[config.mk]
export PLATFORM = sky130hd
export DESIGN_NAME = config_chain_loader
export DESIGN_NICKNAME = d
export VERILOG_FILES = /design/src/rtl/config_chain_loader_pkg.sv /design/src/rtl/config_word_serializer.sv /design/src/rtl/config_chain_loader.sv
export SDC_FILE = /design/constraint.sdc
export NUM_CORES = 1
export LEC_CHECK = 0
export CORE_MARGIN = 2
export CORE_UTILIZATION = 62
export DETAILED_ROUTE_END_ITERATION = 6
export DONT_BUFFER_PORTS = 1
export GPL_ROUTABILITY_DRIVEN = 0
export PLACE_DENSITY = 0.83
export SLEW_MARGIN = 20
export SYNTH_ARGS = -nofsm -noshare
export SYNTH_HDL_FRONTEND = slang
export SYNTH_SLANG_ARGS = --single-unit
[constraint.sdc]
create_clock -name clk -period 1.9 [get_ports clk]
set_clock_uncertainty 0.05 [all_clocks]
set_input_delay 0.095 -clock clk [delete_from_list [all_inputs] [get_ports clk]]
set_output_delay 0.095 -clock clk [all_outputs]
set_load 0.05 [all_outputs]
[src/rtl/config_chain_loader_pkg.sv]
// Shared types and helpers for the configuration chain loader.
// The state enum is used by the top FSM; the helpers size the words of the bitstream.
package config_chain_loader_pkg;

    typedef enum logic [2:0] {
        IDLE  = 3'd0,
        FETCH = 3'd1,
        SHIFT = 3'd2,
        SET   = 3'd3,
        DONE  = 3'd4
    } state_t;

    localparam int unsigned DEF_CHAIN_LEN = 1024;
    localparam int unsigned DEF_WORD_W    = 32;

    function automatic int unsigned num_words(input int unsigned chain_len,
                                              input int unsigned word_w);
        return (chain_len + word_w - 1) / word_w;
    endfunction

    localparam int unsigned NUM_WORDS = num_words(DEF_CHAIN_LEN, DEF_WORD_W);

    // Bits to shift from the next word: the final word of an unaligned chain is partial.
    function automatic int unsigned word_take(input int unsigned bits_left,
                                              input int unsigned word_w);
        return (bits_left < word_w) ? bits_left : word_w;
    endfunction

endpackage

[src/rtl/config_word_serializer.sv]
// Holds one bitstream word and emits it LSB first, one bit per shift.
// last is high while the final valid bit of the word is on bit_out.
module config_word_serializer #(
    parameter int WORD_W = 32,
    parameter int NB_W   = $clog2(WORD_W + 1)
) (
    input  logic              clk,
    input  logic              rst,
    input  logic              load,
    input  logic [WORD_W-1:0] data,
    input  logic [NB_W-1:0]   nbits,
    input  logic              shift,
    output logic              bit_out,
    output logic              last
);

    logic [WORD_W-1:0] shreg;
    logic [NB_W-1:0]   word_bits;

    always_ff @(posedge clk) begin
        if (rst) begin
            shreg     <= '0;
            word_bits <= '0;
        end else if (load) begin
            shreg     <= data;
            word_bits <= nbits;
        end else if (shift) begin
            shreg     <= shreg >> 1;
            word_bits <= word_bits - 1'b1;
        end
    end

    assign bit_out = shreg[0];
    assign last    = (word_bits == NB_W'(1));

endmodule

[src/rtl/config_chain_loader.sv]
// Streams a bitstream into the fabric configuration chain and commits it with a set pulse.
// Outputs are decoded from the state so a reset clears them all on the following cycle.
module config_chain_loader
    import config_chain_loader_pkg::*;
#(
    parameter int CHAIN_LEN  = 1024,
    parameter int WORD_W     = 32,
    parameter int SET_CYCLES = 2,
    parameter int CNT_W      = $clog2(CHAIN_LEN + 1)
) (
    input  logic              clk,
    input  logic              rst,
    input  logic              start,
    input  logic [WORD_W-1:0] in_data,
    input  logic              in_valid,
    output logic              in_ready,
    output logic              cen,
    output logic              shift_in,
    output logic              set_out,
    output logic              busy,
    output logic              done,
    output logic [CNT_W-1:0]  bits_left
);

    localparam int NB_W = $clog2(WORD_W + 1);
    localparam int SC_W = $clog2(SET_CYCLES + 1);

    state_t           state, state_nxt;
    logic [CNT_W-1:0] bits_cnt;
    logic [SC_W-1:0]  set_cnt;
    logic [NB_W-1:0]  take;
    logic             load, shift, ser_bit, ser_last;

    assign take  = NB_W'(word_take(32'(bits_cnt), WORD_W));
    assign load  = (state == FETCH) && in_valid;
    assign shift = (state == SHIFT);

    config_word_serializer #(
        .WORD_W (WORD_W),
        .NB_W   (NB_W)
    ) u_ser (
        .clk     (clk),
        .rst     (rst),
        .load    (load),
        .data    (in_data),
        .nbits   (take),
        .shift   (shift),
        .bit_out (ser_bit),
        .last    (ser_last)
    );

    always_ff @(posedge clk) begin
        if (rst) begin
            state    <= IDLE;
            bits_cnt <= '0;
            set_cnt  <= '0;
        end else begin
            state <= state_nxt;
            if (state == IDLE && start)
                bits_cnt <= CNT_W'(CHAIN_LEN);
            else if (shift)
                bits_cnt <= bits_cnt - 1'b1;
            set_cnt <= (state == SET) ? set_cnt + 1'b1 : '0;
        end
    end

    always_comb begin
        state_nxt = state;
        case (state)
            IDLE:  if (start) state_nxt = FETCH;
            FETCH: if (in_valid) state_nxt = SHIFT;
            // bits_cnt still counts the bit going out this cycle
            SHIFT: if (ser_last) state_nxt = (bits_cnt == CNT_W'(1)) ? SET : FETCH;
            SET:   if (set_cnt == SC_W'(SET_CYCLES - 1)) state_nxt = DONE;
            DONE:  state_nxt = IDLE;
            default: state_nxt = IDLE;
        endcase
    end

    assign in_ready  = (state == FETCH);
    assign cen       = (state == SHIFT);
    assign shift_in  = (state == SHIFT) && ser_bit;
    assign set_out   = (state == SET);
    assign busy      = (state != IDLE);
    assign done      = (state == DONE);
    assign bits_left = bits_cnt;

endmodule

==> flow_summary.toml <==
[worst_setup_path]
reg2reg_to = "u_ser.shreg[23]$_SDFFE_PP0P_"
crit_family = "simple AND/OR/NAND/NOR gates"
r2r-start = "state[1]$_SDFFE_PP0P_"
arrival_ns = 1.67
startpoint_type = "flip-flop"
reg2reg_depth = 6
cp_slowest_cell = "or3b_1"
crit_type = "flip-flop to output port"
path_max_fanout = 25
worst-path-buf-inv = 2
reg2reg_slack_ns = 0.14
cp.required_ns = 1.75
cp-end-kind = "output port"
path_cells = "or3b_1 -> clkinv_4 -> buf_16 -> and2_4"
critical_path.max_stage_delay_ns = 0.42

[layout]
final_cells = 373
antennaDiodeCount = 0
synthToLayoutAreaGrowth_pct = 28.7
final_common_cell = "dfxtp_1"
fillers = 211
final_cell_mix = "54 x dfxtp_1, 38 x a21oi_1, 37 x nand2_1"
drive_gt1_share_pct = 13.5
final_area_um2 = 3130
nets = 365

[routing]
drtPass1Iterations = 4
drc = 0
dr_total_vias = 2271
wl_per_cell_um = 16.9
viasPerCell = 6.09
routed_wl_mm = 6.30
first_iter_violations = 159
postRouteAntennaNets = 0

[placed_design]
dpl.hpwl_mm = 3.29
dp_cells = 330
io_buffers = 0
placed_cell_area_um2 = 2580

[yosys]
syn_area_um2 = 2430
async_reset_ff_share_pct = 0
synth_seq_cells = 54
yosys_warnings = 0
yosys_most_used_dff = "dfxtp_1"
postSynthNetCount = 322
post_synth.cell_area_avg_um2 = 8.64
synth_edf_count = 0
syn_inst = 281
ys_seq_area_share_pct = 44.5
ys_types = 46

[floorplan]
io_pins = 53
die-height_um = 66.6
coreArea_um2 = 3720
num_rows = 22
fp.dieArea_um2 = 4430
start_util_pct = 65.4
die_width_um = 66.6

[sta]
min_period_ns = 1.82
rsz0062_at_grt = "no"
max_freq_mhz = 551
whs_ns = 0.0184
fin_crit_sh_pct = 95.5
hold_viol_final = 0
worstMarginPinSlew_ns = 0.543
setup_viol = 0
slew_viol_final = 0
finalSetupTns_ns = 0
slew_headroom_pct = 63.7

[power]
clock_power_share_pct = 20.6
leakagePower_nw = 1.13
ir_drop_v = 0.000948
power_density_nw_per_um2 = 1450
power_switching_mw = 1.84
finalPower_mw = 4.55
seq_power_share_pct = 34.4
switching_share_pct = 40.6
share_comb_of_total_power_pct = 45.0
p_int_mw = 2.70

[grt]
grt_pass1_wl_mm = 9.34
globalRouteOverflowTotal = 0
grt_max_degree = 51
grt_antenna_before_repair = 0
grt.total_usage_pct = 27.5
grt_pass1_vias = 2007

[run]
max_cap_violations = 0

[cts]
clk-insertion-delay-late_ns = 0.31
clk_pin_slew_worst_paths_ns = 0.10
cts_buffers = 5
clkSinkCount = 54
clockBufferDepth = 2
cts_tree = "done"
cts_max_level = 2
clock-root-buffer = "clkbuf_8"

[hold_path]
holdPathStages = 2
min-delay-path-class = "primary input to flip-flop"
worst_hold_path.endpoint = "u_ser.shreg[11]$_SDFFE_PP0P_"
hp-start = "rst"

[run_status]
status = "complete, no violations"
## area by class of cell
class                      count  area (um2)  share of cell area [%]
multi-input combinational    198        1240                    39.8
sequential                    54        1080                    34.6
timing repair buffer          58         568                    18.2
clock buffer                   6        82.6                    2.64
clock inverter                 2        60.1                    1.92
tap                           48        60.1                    1.92
inverter                       7        31.3                    1.00
## worst reg2reg max path, cell delays in order (launching register included)
cell      delay [ns]
dfxtp_1         0.32
or3b_1          0.24
clkinv_4        0.12
nor2_4          0.46
buf_4           0.25
nand2_1         0.07
a21oi_1         0.17
## worst max path at each step
stage	start	endpoint	slack, ns	cells past startpoint
floorplan	state[1]$_SDFFE_PP0P_	shift_in	0.07	5
global placement	state[0]$_SDFFE_PP0P_	u_ser.word_bits[2]$_SDFFE_PP0P_	-0.02	6
detailed placement	state[2]$_SDFFE_PP0P_	bits_left[10]$_SDFFE_PP0P_	-0.05	6
CTS	state[1]$_SDFFE_PP0P_	shift_in	0.03	4
global route	state[2]$_SDFFE_PP0P_	u_ser.shreg[23]$_SDFFE_PP0P_	0.02	6
finish	state[1]$_SDFFE_PP0P_	shift_in	0.08	4
## per-layer routing
layer / wire length [um] / vias to the layer above / GRT usage [%]
met5: 0 / - / 0
met4: 117 / 0 / 8.42
met3: 430 / 16 / 7.26
met2: 3110 / 106 / 45.8
met1: 2640 / 1061 / 34.9
li1: - / 1088 / -
## synth_stat cells, types with 4 or more instances
cell type	n	area share (%)
nor2_1	23	3.6
nor3b_1	4	1.2
a211oi_1	4	1.2
inv_1	6	0.93
nor4_1	4	1.0
nand2_1	37	5.7
dfxtp_1	54	45
nand3_1	5	1.0
a22oi_1	30	9.3
buf_2	8	1.6
a21oi_1	38	7.8
ha_1	5	2.6
xor2_1	10	3.6
clkbuf_1	11	1.7
## logic make-up (layout without fill, tap and decap cells)
family | Yosys count | after routing | synth area share, %
buf+inv | 29 | 73 | 6.03
simple gates | 95 | 95 | 19.1
compound gates | 83 | 83 | 22.2
flops | 54 | 54 | 44.5
mux | 3 | 3 | 1.24
fa+ha+maj | 5 | 5 | 2.58
xor+xnor | 12 | 12 | 4.33
## metrics by stage
step	util, %	setup slack [ns]
detailed placement	69.5	-0.0546
finish	84.1	0.0846
global placement	69.5	-0.0203
CTS	83.2	0.0291
global route	84.1	0.0247
floorplan	-	0.0658
## sequential cells by signal (all words and copies together), names as in the netlist
signal,flops
set_cnt,2
u_ser.shreg,32
state,3
u_ser.word_bits,6
bits_left,11
## power groups by stage
| stage | logic (mW) | clock network, mW | registers (mW) |
|---|---|---|---|
| 2_1_floorplan | 1.26 | 0 | 1.73 |
| 6_report | 2.05 | 0.934 | 1.57 |
| 3_5_place_dp | 1.82 | 0 | 1.57 |
| 3_3_place_gp | 1.78 | 0 | 1.56 |
| 5_1_grt | 2.20 | 0.962 | 1.58 |
| 4_1_cts | 1.94 | 0.933 | 1.54 |
## repair_timing
item                                    4_1_cts  5_1_grt
buffers inserted                              0        0
hold endpoints to repair                     43        0
endpoints found under the setup margin       19        1
resized for setup                             5        1
hold buffers                                 34        0
gates cloned                                  0        1
pin swaps                                     0        0
Note: power is estimated with default switching activity, not from simulation.
